<file path="src/rtl/up5bit_counter_arbiter.sv">
// -----------------------------------------------------------------------------
// up5bit_counter_arbiter
//
// Shares one WIDTH-bit up counter between two requesters with round-robin
// arbitration. The winner's target is latched at grant. The counter then runs
// from 0 up to that target, and a one-cycle done pulse goes to the owner.
// The owner can drop its request mid-job to abort; no done is issued then.
//
// Ports:
//   clk      - system clock, rising edge
//   reset    - asynchronous active-low reset
//   req0/1   - level requests from requester 0/1
//   target0/1- terminal count per requester, sampled only at grant
//   gnt0/1   - requester owns the counter (registered)
//   done0/1  - one-cycle job-complete pulse (registered)
//   count    - shared counter value (registered)
//   busy     - high whenever the arbiter is not idle (registered)
// -----------------------------------------------------------------------------
module up5bit_counter_arbiter #(
    parameter int WIDTH = 5
) (
    input  logic             clk,
    input  logic             reset,
    input  logic             req0,
    input  logic [WIDTH-1:0] target0,
    input  logic             req1,
    input  logic [WIDTH-1:0] target1,
    output logic             gnt0,
    output logic             gnt1,
    output logic             done0,
    output logic             done1,
    output logic [WIDTH-1:0] count,
    output logic             busy
);

    typedef enum logic [1:0] {
        IDLE  = 2'd0,
        COUNT = 2'd1,
        DONE  = 2'd2
    } state_e;

    state_e           state_q,  state_d;
    logic [WIDTH-1:0] count_q,  count_d;
    logic [WIDTH-1:0] target_q, target_d;
    logic             prio_q,   prio_d;   // requester favoured on a tie
    logic             owner_q,  owner_d;  // requester holding the counter
    logic             gnt0_q,   gnt0_d;
    logic             gnt1_q,   gnt1_d;
    logic             done0_q,  done0_d;
    logic             done1_q,  done1_d;
    logic             busy_q,   busy_d;

    logic             winner;
    logic             owner_req;

    // On a tie the pointer decides; otherwise whichever request is high wins.
    assign winner    = (req0 && req1) ? prio_q : req1;
    assign owner_req = owner_q ? req1 : req0;

    always_comb begin
        state_d  = state_q;
        count_d  = count_q;
        target_d = target_q;
        prio_d   = prio_q;
        owner_d  = owner_q;
        gnt0_d   = 1'b0;
        gnt1_d   = 1'b0;
        done0_d  = 1'b0;
        done1_d  = 1'b0;
        busy_d   = busy_q;

        unique case (state_q)
            IDLE: begin
                busy_d = 1'b0;
                if (req0 || req1) begin
                    state_d  = COUNT;
                    owner_d  = winner;
                    count_d  = '0;
                    target_d = winner ? target1 : target0;
                    gnt0_d   = ~winner;
                    gnt1_d   = winner;
                    busy_d   = 1'b1;
                end
            end

            COUNT: begin
                busy_d = 1'b1;
                // Abort is checked first so a dropped request never yields done.
                if (!owner_req) begin
                    state_d = IDLE;
                    count_d = '0;
                    busy_d  = 1'b0;
                end else if (count_q == target_q) begin
                    state_d = DONE;
                    done0_d = ~owner_q;
                    done1_d = owner_q;
                end else begin
                    count_d = count_q + WIDTH'(1);
                    gnt0_d  = ~owner_q;
                    gnt1_d  = owner_q;
                end
            end

            DONE: begin
                state_d = IDLE;
                busy_d  = 1'b0;
                prio_d  = ~owner_q;
            end

            default: begin
                state_d = IDLE;
                busy_d  = 1'b0;
            end
        endcase
    end

    always_ff @(posedge clk or negedge reset) begin
        if (!reset) begin
            state_q  <= IDLE;
            count_q  <= '0;
            target_q <= '0;
            prio_q   <= 1'b0;
            owner_q  <= 1'b0;
            gnt0_q   <= 1'b0;
            gnt1_q   <= 1'b0;
            done0_q  <= 1'b0;
            done1_q  <= 1'b0;
            busy_q   <= 1'b0;
        end else begin
            state_q  <= state_d;
            count_q  <= count_d;
            target_q <= target_d;
            prio_q   <= prio_d;
            owner_q  <= owner_d;
            gnt0_q   <= gnt0_d;
            gnt1_q   <= gnt1_d;
            done0_q  <= done0_d;
            done1_q  <= done1_d;
            busy_q   <= busy_d;
        end
    end

    assign gnt0  = gnt0_q;
    assign gnt1  = gnt1_q;
    assign done0 = done0_q;
    assign done1 = done1_q;
    assign count = count_q;
    assign busy  = busy_q;

endmodule

</file>
<file path="config.mk">
export PLATFORM = sky130hd
export DESIGN_NAME = up5bit_counter_arbiter
export DESIGN_NICKNAME = d
export VERILOG_FILES = /design/src/rtl/up5bit_counter_arbiter.sv
export SDC_FILE = /design/constraint.sdc
export NUM_CORES = 1
export LEC_CHECK = 0
export ABC_AREA = 1
export CAP_MARGIN = 5
export CORE_MARGIN = 2
export CORE_UTILIZATION = 49
export CTS_BUF_LIST = sky130_fd_sc_hd__clkbuf_16
export CTS_CLUSTER_SIZE = 40
export DETAILED_ROUTE_END_ITERATION = 8
export PLACE_DENSITY = 0.78
export RECOVER_POWER = 50
export SLEW_MARGIN = 25
export SYNTH_ARGS = -nofsm -noshare
export SYNTH_HDL_FRONTEND = slang
export SYNTH_SLANG_ARGS = --single-unit
</file>
<file path="constraint.sdc">
create_clock -name clk -period 1.53 [get_ports clk]
set_input_delay 0.306 -clock clk [delete_from_list [all_inputs] [get_ports clk]]
set_output_delay 0.306 -clock clk [all_outputs]
set_load 0.02 [all_outputs]
</file>
---- Word-level counts from Yosys, hierarchy flattened ----
Index checks and enable logic that the tools add are counted.
storage, ports and cells
  register bits after elaboration ......... 19
  input port bits ......................... 14
  output and inout port bits .............. 10
  logic and storage cells ................. 54
operators by class
  add/sub/neg operators ................... 1
  equal/unequal tests ..................... 6
  multiplexer cells ....................... 28
  bitwise logic cells ..................... 2
  reductions and logical operators ........ 7
operator list
  operator             count
  $mux 5               4
  $mux 1               16
  $pmux 5 s2           1
  $mux 2               3
  $ne 3x3->1 const B   2
  $pmux 1 s2           3
  $add 5x1->5 const B  1
  $eq 5x5->1           1
  $pmux 2 s2           1
  $reduce_and 2->1     2
  $reduce_and 3->1     1
  $eq 2x1->1 const B   1
  $eq 2x2->1 const B   1
  $logic_not 2->1      1
  $ne 2x2->1 const B   1
  $not 1->1            2
  $reduce_bool 2->1    1
  $logic_and 1x1->1    1
  $logic_or 1x1->1     1

---- Logic depth before layout (Yosys ltp) ----
  depth in word-level cells ............... 5
  mapped depth ............................ 8
  mapped depth without buffers ............ 8

---- Least setup slack after synthesis ----
No wires, ideal clock.
  kind .................................... reg2reg
  from .................................... register count_q[3] (netlist: count[3])
  to ...................................... register state_q[0]
  library setup time ...................... 119 ps
  arrival ................................. 1160 ps
  data required time ...................... 1411 ps
  setup slack ............................. 251 ps
  stages on the path, launching flop included .. 7
  buffers on the path ..................... 0
  clock period less this slack ............ 1279 ps
  cells stage by stage .................... dfrtp_1 > inv_1 > nand2_2 > nand2_4 > nor2_4 > nand3_2 > o21a_1
on the way
  longest elaborated chain between the ends .. 3
RTL lines
  item                               RTL line  text
  start: declaration                 43        logic [WIDTH-1:0] count_q, count_d;
  start signal: assignment           131       count_q <= count_d;
  $eq 5x5->1                         93        end else if (count_q == target_q) begin
  $ne 3x3->1 (no source line)        -
  $reduce_and 2->1 (no source line)  -
  end signal: assignment             130       state_q <= state_d;
  end: declaration                   42        state_e state_q, state_d;
Every way passes these cells.
A chain may end at the register's enable or synchronous reset.

---- Worst setup path after layout ----
  from .................................... register done1_q (netlist: done1)
  to ...................................... output done1
RTL lines
  item                      RTL line  text
  start: declaration        50        logic done1_q, done1_d;
  start signal: assignment  138       done1_q <= done1_d;
  end: declaration          31        output logic done1,
No word-level cell between the ends.

==> impl_metrics.env <==
export IMPL_die_w_um=51.1
export IMPL_final_antenna_net_count=0
export IMPL_tns_ns=0
export IMPL_max_freq_ghz=0.675
export IMPL_clkLatencyLatePin_ns=0.25
export IMPL_peakVddDrop_uv=1020
export IMPL_dp_cells=179
export IMPL_max_cap_violations=0
export IMPL_clkTransAtPathRegs_ns=0.06
export IMPL_grt_pass1_wl_mm=3.83
export IMPL_synthArstFlopShare_pct=100
export IMPL_final_nets=171
export IMPL_r2r_start="count[0]"
export IMPL_postCtsSetupBuffers=0
export IMPL_multi_input_area_um2=544
export IMPL_outcome="finished clean"
export IMPL_dp_hpwl_mm=1.71
export IMPL_drive_gt1_share_pct=25.8
export IMPL_cellPowerDensity_nw_per_um2=1720
export IMPL_die_area_um2=2610
export IMPL_fill_cells=167
export IMPL_gr_total_overflow=0
export IMPL_p_seq_share_pct=31.2
export IMPL_antenna_found_initial=0
export IMPL_cp_required_ns=1.22
export IMPL_crit_path_max_fanout=1
export IMPL_synth_ff_type="dfrtp_1"
export IMPL_p_switching_mw=1.01
export IMPL_swShare_pct=39.6
export IMPL_die_y_um=51.1
export IMPL_rr_worst_depth=4
export IMPL_total_power_mw=2.54
export IMPL_cp_start_kind="flip-flop"
export IMPL_initial_utilization_pct=50.6
export IMPL_cts_tree="built"
export IMPL_crit_buf_inv=1
export IMPL_ys_seq_elements=19
export IMPL_ios=24
export IMPL_ys_warn_count=0
export IMPL_r2r_end="state_q[0]"
export IMPL_r2r_setup_slack_ns=0.15
export IMPL_worstSetupEndpoint="done1"
export IMPL_ys_seq_area_share_pct=43.8
export IMPL_crit_start="done1"
export IMPL_hold_viol_final=0
export IMPL_drt_initial_drc_count=7
export IMPL_grt_use_total_pct=19.7
export IMPL_grt_pass1_vias=926
export IMPL_placed_cell_area_um2=1410
export IMPL_portBuffers=23
export IMPL_htree_num_levels=1
export IMPL_crit_path_end_kind="output pin"
export IMPL_core_area_um2=2150
export IMPL_period_needed_ns=1.48
export IMPL_fp_row_count=17
export IMPL_synthCells=120
export IMPL_crit_type="reg2out"
export IMPL_netlist_area_um2=1090
export IMPL_grt_setup_unrepaired="no"
export IMPL_max_stage_delay_ns=0.60
export IMPL_drcViolationCount=0
export IMPL_setup_viol=0
export IMPL_tightest_slew_ns=1.00
export IMPL_register_area_um2=475
export IMPL_totalWireLength_mm=2.17
export IMPL_grt_max_degree=20
export IMPL_path_delay_family="buffers and inverters"
export IMPL_cts_root_buf="clkbuf_16"
export IMPL_avgSynthCellArea_um2=9.05
export IMPL_whs_ns=0.536
export IMPL_syn_to_final_growth_pct=35.6
export IMPL_cts_buffers=3
export IMPL_fin_crit_sh_pct=96.8
export IMPL_crit_path_cell_trace="clkdlybuf4s50_1"
export IMPL_cts_sinks=19
export IMPL_place_congestion=0.925
export IMPL_max_slew_margin_pct=33.2
export IMPL_synthDistinctLibCells=28
export IMPL_viasPerCell=5.12
export IMPL_p_int_mw=1.53
export IMPL_pwr_share_clk_pct=21.6
export IMPL_diodes=0
export IMPL_fin_cells=183
export IMPL_cp_arrival_ns=1.18
export IMPL_synth_fp_nets=135
export IMPL_comb_power_share_pct=47.2
export IMPL_p_leak_nw=0.702
export IMPL_synth_edf_count=0
export IMPL_cpMaxStageDelayCell="clkdlybuf4s50_1"
export IMPL_drt_pass1_iterations=4
export IMPL_fin_worst_skew_ns=0.00160
export IMPL_final_cell_area_um2=1470
export IMPL_wl_per_cell_um=11.8
export IMPL_vias=937
export IMPL_clockBufferDepth=2
export IMPL_critical_path_depth=1
export IMPL_drv_slew=0
export IMPL_hold_path_class="reg2reg"
-- metal layers --
layer	GRT usage, %	vias up	routed length, um
li1	-	463	-
met3	2.05	7	93
met5	0	-	0
met1	22.9	434	845
met4	12.6	0	66
met2	34.4	33	1160
-- worst register-to-register path, cell delays in order (launching register included) --
cell and delay (ns):
dfrtp_1 0.45, xor2_1 0.19, nor2_1 0.24, nand3_2 0.18
o21a_1 0.21
-- per-stage QoR --
step / setup WS (ns) / util [%]
floorplan: 0.251 / -
global placement: -0.0746 / 65.5
detailed placement: -0.128 / 65.5
CTS: 0.0237 / 69.1
global route: 0.00191 / 68.5
finish: 0.0484 / 68.5
-- cell usage in the layout, fill, tap and decap left out, types with 2 or more instances in the layout --
master and count:
nor3b_1 2, dfrtp_1 19, inv_1 11, nand2_2 4, clkbuf_16 3, clkdlybuf4s50_1 18, inv_2 3, nor2_1 10
buf_4 8, xnor2_1 2, nand2_1 26, nor3_1 2, nand3_1 10, nor2_4 2, nand3_2 7, o21ai_1 2
o211ai_2 3, a21oi_2 2, dlygate4sd2_1 4, nand2_4 3, clkbuf_1 2
-- registers in the layout, indices dropped and copies added, names as in the netlist --
register and count:
count 5, target_q 5, state_q 2, busy 1, done0 1, done1 1
gnt0 1, gnt1 1, owner_q 1, prio_q 1
-- area by class of cell --
type                       count  share of cell area, %
inverter                      14                   3.57
sequential                    19                   32.3
timing repair buffer          32                   19.2
clock buffer                   3                   5.10
clock inverter                 1                  0.510
multi-input combinational     86                   37.0
tap                           28                   2.38
-- what timing repair did --
item,4_1_cts,5_1_grt
endpoints found under the setup margin,4,1
endpoints found under the hold margin,0,0
gates resized for setup,4,1
hold buffers,0,0
-- cell families (layout without fill, tap and decap cells) --
group / Yosys count / in the layout / synth area share [%]
AND/OR/NAND/NOR: 70 / 70 / 37.4
flip-flops: 19 / 19 / 43.8
buffers and inverters: 15 / 50 / 5.88
AO/OA/AOI/OAI: 12 / 12 / 9.33
XOR/XNOR: 3 / 3 / 2.42
adder cells (fa/ha/maj): 1 / 1 / 1.15
-- worst min path at each step --
stage | end | cells past startpoint | startpoint
after floorplan | busy | 0 | reset
after global placement | target_q[0] | 2 | target_q[0]
after detailed placement | target_q[0] | 2 | target_q[0]
after CTS | busy | 2 | reset
after global routing | target_q[4] | 2 | target_q[4]
final | target_q[0] | 2 | target_q[0]
-- synth_stat cells (3+ instances only) --
cell / n / area share, %
dfrtp_1: 19 / 44
inv_1: 11 / 3.8
inv_2: 3 / 1.0
nand2_1: 26 / 9.0
nand2_2: 4 / 2.3
nand2_4: 3 / 3.1
nand3_1: 10 / 4.6
nand3_2: 7 / 6.5
nor2_1: 9 / 3.1
o211ai_2: 3 / 3.5
-- power groups by stage --
stage / logic (mW) / clock network, mW / registers (mW)
6_report: 1.20 / 0.549 / 0.793
4_1_cts: 1.23 / 0.563 / 0.792
3_3_place_gp: 1.20 / 0 / 0.791
3_5_place_dp: 1.23 / 0 / 0.799
2_1_floorplan: 0.791 / 0 / 0.856
5_1_grt: 1.32 / 0.578 / 0.810
(Power assumes the default switching activity.)
